==> src/rtl/ex_alu_unit_if.sv <==
// Bundle of the ID/EX-side inputs and registered EX/MA-side outputs of ex_alu_unit.
// Defining EX_ALU_OVERFLOW_EN adds the registered overflow flag to the bundle.
interface ex_alu_unit_if #(parameter int WIDTH = 32);
    logic             en;
    logic [WIDTH-1:0] npc;
    logic [WIDTH-1:0] rs_val;
    logic [WIDTH-1:0] rt_val;
    logic [WIDTH-1:0] imm32;
    logic [5:0]       funct;
    logic [1:0]       alu_op;
    logic             alu_src;

    logic [2:0]       alu_ctrl;
    logic [WIDTH-1:0] alu_out;
    logic             zero;
    logic [WIDTH-1:0] branch_target;
    logic [WIDTH-1:0] rt_pass;
`ifdef EX_ALU_OVERFLOW_EN
    logic             overflow;

    modport master (
        output en, npc, rs_val, rt_val, imm32, funct, alu_op, alu_src,
        input  alu_ctrl, alu_out, zero, branch_target, rt_pass, overflow
    );

    modport slave (
        input  en, npc, rs_val, rt_val, imm32, funct, alu_op, alu_src,
        output alu_ctrl, alu_out, zero, branch_target, rt_pass, overflow
    );
`else
    modport master (
        output en, npc, rs_val, rt_val, imm32, funct, alu_op, alu_src,
        input  alu_ctrl, alu_out, zero, branch_target, rt_pass
    );

    modport slave (
        input  en, npc, rs_val, rt_val, imm32, funct, alu_op, alu_src,
        output alu_ctrl, alu_out, zero, branch_target, rt_pass
    );
`endif
endinterface

==> src/rtl/ex_alu_unit.sv <==
// Execute stage: ALU-control decode, ALU with zero flag and branch-target adder, all registered.
// Optional macro EX_ALU_OVERFLOW_EN adds a registered signed-overflow flag for add/sub.
module ex_alu_unit #(
    parameter int WIDTH = 32
) (
    input  logic          clk,
    input  logic          reset,
    ex_alu_unit_if.slave  bus
);

    localparam logic [2:0] OP_AND = 3'b000;
    localparam logic [2:0] OP_OR  = 3'b001;
    localparam logic [2:0] OP_ADD = 3'b010;
    localparam logic [2:0] OP_XOR = 3'b011;
    localparam logic [2:0] OP_NOR = 3'b100;
    localparam logic [2:0] OP_SUB = 3'b110;
    localparam logic [2:0] OP_SLT = 3'b111;

    logic [2:0]       ctrl;
    logic [WIDTH-1:0] op_b;
    logic [WIDTH-1:0] result;
    logic [WIDTH-1:0] target;
    logic             ovf;

    always_comb begin
        ctrl = OP_ADD;
        case (bus.alu_op)
            2'b00: ctrl = OP_ADD;
            2'b01: ctrl = OP_SUB;
            2'b11: ctrl = OP_OR;
            2'b10: begin
                case (bus.funct)
                    6'b100000: ctrl = OP_ADD;
                    6'b100010: ctrl = OP_SUB;
                    6'b100100: ctrl = OP_AND;
                    6'b100101: ctrl = OP_OR;
                    6'b100110: ctrl = OP_XOR;
                    6'b100111: ctrl = OP_NOR;
                    6'b101010: ctrl = OP_SLT;
                    default:   ctrl = OP_ADD;
                endcase
            end
            default: ctrl = OP_ADD;
        endcase
    end

    assign op_b = bus.alu_src ? bus.imm32 : bus.rt_val;

    // Unused code 101 falls to the default and yields 0.
    always_comb begin
        result = '0;
        ovf    = 1'b0;
        case (ctrl)
            OP_ADD: begin
                result = bus.rs_val + op_b;
                ovf    = (bus.rs_val[WIDTH-1] == op_b[WIDTH-1]) &&
                         (result[WIDTH-1] != bus.rs_val[WIDTH-1]);
            end
            OP_SUB: begin
                result = bus.rs_val - op_b;
                ovf    = (bus.rs_val[WIDTH-1] != op_b[WIDTH-1]) &&
                         (result[WIDTH-1] != bus.rs_val[WIDTH-1]);
            end
            OP_AND:  result = bus.rs_val & op_b;
            OP_OR:   result = bus.rs_val | op_b;
            OP_XOR:  result = bus.rs_val ^ op_b;
            OP_NOR:  result = ~(bus.rs_val | op_b);
            OP_SLT:  result = {{(WIDTH-1){1'b0}}, ($signed(bus.rs_val) < $signed(op_b))};
            default: result = '0;
        endcase
    end

    assign target = bus.npc + {bus.imm32[WIDTH-3:0], 2'b00};

    always_ff @(posedge clk) begin
        if (!reset) begin
            bus.alu_ctrl      <= '0;
            bus.alu_out       <= '0;
            bus.zero          <= 1'b0;
            bus.branch_target <= '0;
            bus.rt_pass       <= '0;
        end else if (bus.en) begin
            bus.alu_ctrl      <= ctrl;
            bus.alu_out       <= result;
            bus.zero          <= (result == '0);
            bus.branch_target <= target;
            bus.rt_pass       <= bus.rt_val;
        end
    end

`ifdef EX_ALU_OVERFLOW_EN
    always_ff @(posedge clk) begin
        if (!reset) begin
            bus.overflow <= 1'b0;
        end else if (bus.en) begin
            bus.overflow <= ovf;
        end
    end
`else
    logic unused_ovf;
    assign unused_ovf = ovf;
`endif

endmodule

==> src/flat_wrapper.sv <==
// flat-port wrapper written by rule: the top's interface ports become plain ports
module ex_alu_unit_flat 
#(
    parameter int WIDTH = 32
)
  (clk, reset, bus_en, bus_npc, bus_rs_val, bus_rt_val, bus_imm32, bus_funct, bus_alu_op, bus_alu_src, bus_alu_ctrl, bus_alu_out, bus_zero, bus_branch_target, bus_rt_pass);
  ex_alu_unit_if #(.WIDTH(WIDTH)) bus_i ();
  input  logic clk;
  input  logic reset;
  input wire logic [$bits(bus_i.en)-1:0] bus_en;
  input wire logic [$bits(bus_i.npc)-1:0] bus_npc;
  input wire logic [$bits(bus_i.rs_val)-1:0] bus_rs_val;
  input wire logic [$bits(bus_i.rt_val)-1:0] bus_rt_val;
  input wire logic [$bits(bus_i.imm32)-1:0] bus_imm32;
  input wire logic [$bits(bus_i.funct)-1:0] bus_funct;
  input wire logic [$bits(bus_i.alu_op)-1:0] bus_alu_op;
  input wire logic [$bits(bus_i.alu_src)-1:0] bus_alu_src;
  output wire logic [$bits(bus_i.alu_ctrl)-1:0] bus_alu_ctrl;
  output wire logic [$bits(bus_i.alu_out)-1:0] bus_alu_out;
  output wire logic [$bits(bus_i.zero)-1:0] bus_zero;
  output wire logic [$bits(bus_i.branch_target)-1:0] bus_branch_target;
  output wire logic [$bits(bus_i.rt_pass)-1:0] bus_rt_pass;
  assign bus_i.en = bus_en;
  assign bus_i.npc = bus_npc;
  assign bus_i.rs_val = bus_rs_val;
  assign bus_i.rt_val = bus_rt_val;
  assign bus_i.imm32 = bus_imm32;
  assign bus_i.funct = bus_funct;
  assign bus_i.alu_op = bus_alu_op;
  assign bus_i.alu_src = bus_alu_src;
  assign bus_alu_ctrl = bus_i.alu_ctrl;
  assign bus_alu_out = bus_i.alu_out;
  assign bus_zero = bus_i.zero;
  assign bus_branch_target = bus_i.branch_target;
  assign bus_rt_pass = bus_i.rt_pass;
  ex_alu_unit #(.WIDTH(WIDTH)) u_core (.clk(clk), .reset(reset), .bus(bus_i));
endmodule
==> config.mk <==
export PLATFORM = sky130hd
export DESIGN_NAME = ex_alu_unit_flat
export DESIGN_NICKNAME = d
export VERILOG_FILES = /design/src/rtl/ex_alu_unit_if.sv /design/src/rtl/ex_alu_unit.sv /design/src/flat_wrapper.sv
export SDC_FILE = /design/constraint.sdc
export NUM_CORES = 1
export LEC_CHECK = 0
export CAP_MARGIN = 20
export CELL_PAD_IN_SITES_DETAIL_PLACEMENT = 0
export CELL_PAD_IN_SITES_GLOBAL_PLACEMENT = 1
export CORE_MARGIN = 10
export CORE_UTILIZATION = 35
export DETAILED_ROUTE_END_ITERATION = 16
export PLACE_DENSITY_LB_ADDON = 0.1
export SLEW_MARGIN = 20
export SYNTH_ARGS = -nofsm -noshare
export SYNTH_HDL_FRONTEND = slang
export SYNTH_SLANG_ARGS = --single-unit
export TNS_END_PERCENT = 100
==> constraint.sdc <==
create_clock -name clk -period 5.3 [get_ports clk]
set_input_delay 1.325 -clock clk [delete_from_list [all_inputs] [get_ports clk]]
set_output_delay 1.325 -clock clk [all_outputs]
set_load 0.005 [all_outputs]
After elaboration in Yosys (flattened, before gate mapping)

Index checks and enable logic that the tools add are counted.

Add/sub/neg operators: 3
Magnitude comparators: 1
Equality and inequality tests: 15
Multiplexer cells: 4
Bitwise operators: 4
Reductions and logical operators: 3

Operators by type and width:

| kind                 | count |
|---|---|
| $pmux W32 S7         | 1 |
| $add A32 B32 Y32     | 2 |
| $eq A6 B6 Y1 const B | 6 |
| $and A32 B32 Y32     | 1 |
| $logic_not A32 Y1    | 1 |
| $lt A32 B32 Y1       | 1 |
| $mux W32             | 1 |
| $not A32 Y32         | 1 |
| $or A32 B32 Y32      | 1 |
| $sub A32 B32 Y32     | 1 |
| $xor A32 B32 Y32     | 1 |
| $pmux W3 S6          | 1 |
| $pmux W3 S4          | 1 |
| $eq A3 B3 Y1 const B | 3 |
| $eq A3 B2 Y1 const B | 2 |
| $eq A2 B2 Y1 const B | 2 |
| $eq A3 B1 Y1 const B | 1 |
| $logic_not A3 Y1     | 1 |
| $eq A2 B1 Y1 const B | 1 |
| $logic_not A2 Y1     | 1 |

Register bits: 100
Bits of input ports: 140
Output and inout port bits: 100
Word-level logic and storage cells: 35

Depth between registers and ports, before layout

Word-level depth: 6
Gate-level depth with buffers: 19
Depth with buffers taken out: 17

Least setup slack after synthesis

Ideal clock, no wire load.

Path type: in2reg
Start point: input port bus_alu_src
End point: register u_core.bus.zero
Library setup time: 0.088 ns
Arrival time: 5.432 ns
Required time: 5.212 ns
Slack: -0.220 ns
Cell stages on the path: 17
Buffers on the path: 2
Cells stage by stage: clkbuf_1 -> buf_1 -> mux2i_1 -> inv_1 -> ha_1 -> fa_1 -> nor3_2 -> nor3_2 -> o311ai_2 -> o21ai_1 -> o31ai_1 -> a21oi_1 -> mux2i_1 -> a221oi_1 -> and4bb_1 -> nand4b_1 -> o32ai_2

Cells in the longest elaborated chain, start to end: 5
Elaborated cells on any way between the ends: 10
Classes of those cells: 2 x add/sub; 1 x order compare; 2 x mux; 4 x bitwise; 1 x reduce/logical

Ends and longest elaborated chain:

| item                                                     | line                 | text |
|---|---|---|
| start, declared                                          | flat_wrapper.sv:17   | `input wire logic [$bits(bus_i.alu_src)-1:0] bus_alu_src;` |
| $mux W32 *                                               | ex_alu_unit.sv:47    | `assign op_b = bus.alu_src ? bus.imm32 : bus.rt_val;` |
| branches (longest 2 deep; another with $sub A32 B32 Y32) | n/a                  |  |
| $pmux W32 S7 *                                           | ex_alu_unit.sv:53    | `case (ctrl)` |
| $logic_not A32 Y1 *                                      | ex_alu_unit.sv:85    | `bus.zero <= (result == '0);` |
| end signal, assigned                                     | ex_alu_unit.sv:85    |  |
| end, declared                                            | ex_alu_unit_if.sv:38 | `output alu_ctrl, alu_out, zero, branch_target, rt_pass` |

Mark *: on every way between the ends.
A chain may end at the register's enable or synchronous reset.

Final worst setup path

Start point: input port bus_rt_val[1]
End point: register u_core.bus.zero

Cells in the longest elaborated chain, start to end: 5
Elaborated cells on any way between the ends: 10
Classes of those cells: 2 x add/sub; 1 x order compare; 2 x mux; 4 x bitwise; 1 x reduce/logical

Ends and longest elaborated chain:

| item                                                     | line               | text |
|---|---|---|
| start, declared                                          | flat_wrapper.sv:13 | `input wire logic [$bits(bus_i.rt_val)-1:0] bus_rt_val;` |
| $mux W32 *                                               | ex_alu_unit.sv:47  |  |
| branches (longest 2 deep; another with $sub A32 B32 Y32) | n/a                |  |
| $pmux W32 S7 *                                           | ex_alu_unit.sv:53  |  |
| $logic_not A32 Y1 *                                      | ex_alu_unit.sv:85  |  |

Marked as above.

==> results by group <==
STA
  – Count of final max-slew check failures: 0
  – Total negative setup slack: 0 ps
  – Fin crit period: approximately 5200 ps
  – Relative slew slack: 0.383
  – Fin crit share: 0.981
  – Slew @ Worst Pin: between 900 and 1000 ps
  – Fmax: about 190 MHz
  – Final Hold Slack: approximately 480 ps
  – Setup Skew: 0 ps
  – Final Hold Vio Count: 0
  – Final Setup Violations: 0

Synthesis
  – Prevailing post-synth register cell: dfxtp_1
  – Post-Syn Instances: ~1500
  – Async set-or-reset flop fraction in the synthesized netlist: 0
  – Warnings, synthesis: 0
  – Syn Area/Cell: approximately 7.7 um2
  – Top cell type's share of synthesized area: 0.178
  – Number of flops mapped to enable cells by yosys: 0
  – Synth area leaders: dfxtp_1 18%, ha_1 16%, mux2i_1 8.9%
  – Synth Cell Area: ~11000 um2
  – Yosys top cell by area: dfxtp_1
  – Post-synth top cells: 178 x nor2_1, 140 x ha_1, 113 x inv_1, 107 x a21oi_1
  – Post-synthesis sequential area ratio: 0.178
  – Syn nets: around 1800
  – Synth cell types: 93
  – Yosys reg bits: 100
  – Most frequent cell after synthesis: nor2_1

Place
  – Hpwl dp: just over 40 mm
  – PortBufs: 239
  – Gp weighted congestion: between 1 and 1.5

Die
  – Die height: 199 um
  – Core area: between 30000 and 40000 um2
  – Die X: 199 um
  – Effective utilization at floorplan: 0.356
  – FP Rows: between 60 and 70
  – Die Area: slightly below 40000 um2
  – Top-level port count: 240

Final layout
  – Multi-input gate area: around 9000 um2
  – Register area: 2000 um2
  – Synthesis-to-layout area growth: 50.2%
  – # nets final: approximately 2300
  – Share of layout cells above drive strength 1: 0.212
  – Ant diodes: 0
  – Fillers: ~3100

CTS
  – Reg clk slew, reported paths: 80 ps
  – Worst skew pair latency: roughly 390 ps
  – # H-tree levels: 3
  – Sink Count: 100
  – Root Buffer: clkbuf_16
  – Clock Tree Buf Depth: 2
  – CTS Buf Count: 9
  – CTS tree: built

Global route
  – Vias in the first global route: between 10000 and 15000
  – Overflow after GRT: 0
  – Largest net degree at the start of global routing: 62
  – Initial antenna violation count: 3
  – First-pass GRT wire length: 77.1 mm
  – GR Util All Layers: 0.252

Setup path
  – Setup crit start kind: input port
  – Critical Path End Type: register
  – Delay-heaviest family, CP: simple AND/OR/NAND/NOR gates
  – Critical path class: input port to register
  – Slowest cell on crit path: o41ai_1
  – Worst Path Buf+Inv: 3
  – Max stage delay on crit path: about 500 ps
  – CP arrival: ~5500 ps
  – Worst-path cell chain: clkdlybuf4s50_1 -> mux2i_4 -> inv_1 -> ha_1 -> a21o_1 -> and4_2 -> nor4b_2 -> buf_4 -> o311ai_2 -> and3_1 -> o41ai_1 -> o32ai_1 -> o21ba_1 -> and4_1 -> and4bb_1 -> nand4b_1 -> o32ai_2
  – Worst EP required: 5600 ps
  – Crit-path max FO: 4

Power and ir drop
  – Sw power: ~1.3 mW
  – Internal power: roughly 2.1 mW
  – Peak VDD IR: ~0.32 mV
  – Switch share: 0.387
  – Final Power: 3.45 mW
  – Combinational Power Share: 0.534
  – PD cells: 204 nW/um2
  – Static leakage: between 7 and 8 nW
  – Sequential share of power: 0.249
  – Clock power frac: 0.218

Routing
  – Drt first pass iters: 5
  – DRC: 0
  – DR vias: approximately 13000
  – Vias per cell: roughly 5.5
  – WL/cell: approximately 21 um
  – Starting DRT DRC Count: 1079
  – WL final: 50.7 mm
  – Antenna-violating nets left: 0

Outcome
  – Status: finished, final reports clean

Job
  – Max Cap Viol: 0

Min path
  – Worst hold-check path type: register to register
[registers in the layout, indices dropped and copies added (netlist names)]
| signal | flops |
|---|---|
| u_core.bus.alu_out | 32 |
| u_core.bus.alu_ctrl | 3 |
| u_core.bus.branch_target | 32 |
| u_core.bus.rt_pass | 32 |
| u_core.bus.zero | 1 |
[final cells by class]
| type | instances | area share |
|---|---|---|
| Clock buffer | 9 | 0.0133 |
| Tap cell | 402 | 0.0297 |
| Multi-Input combinational cell | 1179 | 0.518 |
| Clock inverter | 7 | 0.00555 |
| Sequential cell | 100 | 0.118 |
| Timing Repair Buffer | 564 | 0.289 |
| Inverter | 114 | 0.0253 |
[cells by family (layout without fill, tap and decap cells)]
| kind of cell | count (synthesis) | after routing | synth area share |
|---|---|---|---|
| xor gates and xnor gates | 37 | 37 | 0.0288 |
| and+or+nand+nor | 449 | 449 | 0.198 |
| DFF | 100 | 100 | 0.178 |
| muxes | 100 | 100 | 0.0889 |
| buffers and inverters | 188 | 694 | 0.0670 |
| AOI/OAI and AO/OA | 450 | 450 | 0.279 |
| adders and majority gates | 143 | 143 | 0.161 |
[timing repair]
| action | in CTS | in global routing |
|---|---|---|
| pin swaps | 6 | 18 |
| hold buffers | 0 | 0 |
| gates cloned | 0 | 0 |
| resized for setup | 11 | 40 |
| hold endpoints to repair | 0 | 0 |
| setup endpoints to repair | 2 | 6 |
| setup buffers | 0 | 7 |
[routing by layer]
metal,GRT usage,up-vias,share of wire
met5,0,-,0.00079
met4,0.0743,6,0.028
met3,0.0725,96,0.090
met2,0.413,491,0.46
met1,0.313,6159,0.42
li1,-,6363,-
[worst register-to-register path, stage by stage, from the launching register on]
cell and delay (ps):
dfxtp_1 350, or2_2 280, o211a_1 120
[cell usage in the layout (no fill, tap or decap), drive strengths merged, types with 7 or more instances in the layout]
| cell type | synthesis | layout |
|---|---|---|
| o2111ai | 12 | 12 |
| o21bai | 15 | 15 |
| xor2 | 12 | 12 |
| clkdlybuf4s50 | 0 | 234 |
| a221oi | 18 | 18 |
| nor4 | 12 | 12 |
| or2 | 12 | 12 |
| o21a | 11 | 11 |
| nor3 | 44 | 44 |
| dfxtp | 100 | 100 |
| inv | 114 | 118 |
| ha | 140 | 140 |
| a21oi | 108 | 108 |
| and2 | 9 | 9 |
| xnor2 | 25 | 25 |
| o31ai | 15 | 15 |
| o211ai | 17 | 17 |
| nand2b | 14 | 14 |
| nand4 | 8 | 8 |
| nand3b | 8 | 8 |
| o21ai | 79 | 79 |
| nand3 | 26 | 26 |
| nor2b | 21 | 21 |
| clkbuf | 38 | 9 |
| nand2 | 71 | 71 |
| or3 | 11 | 11 |
| a21o | 29 | 29 |
| and4 | 7 | 7 |
| nor2 | 179 | 179 |
| mux2i | 100 | 100 |
| a211oi | 39 | 39 |
| a31oi | 16 | 16 |
| buf | 36 | 327 |
| a22oi | 9 | 9 |
| o41ai | 8 | 8 |
[power groups by stage]
stage	logic, mW	registers (mW)	clock network (mW)
detailed placement	1.76	0.873	0
finish	1.84	0.856	0.751
CTS	1.78	0.857	0.779
floorplan	0.864	0.874	0
global route	2.00	0.865	0.802
global placement	1.76	0.871	0
[path summary, 6_finish.rpt]
kind / startpoint / slack, ps / end / cells after the start
worst max-delay path: bus_rt_val[1] / 100 / u_core.bus.zero / 17
worst min register to register: u_core.bus.alu_out[5] / 480 / u_core.bus.alu_out[5] / 2
worst min-delay path: u_core.bus.alu_out[5] / 480 / u_core.bus.alu_out[5] / 2
worst max register to register: u_core.bus.alu_out[16] / 4450 / u_core.bus.alu_out[16] / 2
[through the flow]
step	util	instances	cell area, um2	setup slack (ps)
2_1_floorplan	-	1467	11300	63.2
3_3_place_gp	0.514	2352	16300	-551
3_5_place_dp	0.514	2352	16300	-611
4_1_cts	0.526	2368	16600	34.1
5_1_grt	0.534	2375	16900	-6.45
6_report	0.534	2375	16900	100
Note: power is estimated with default switching activity, not from simulation.
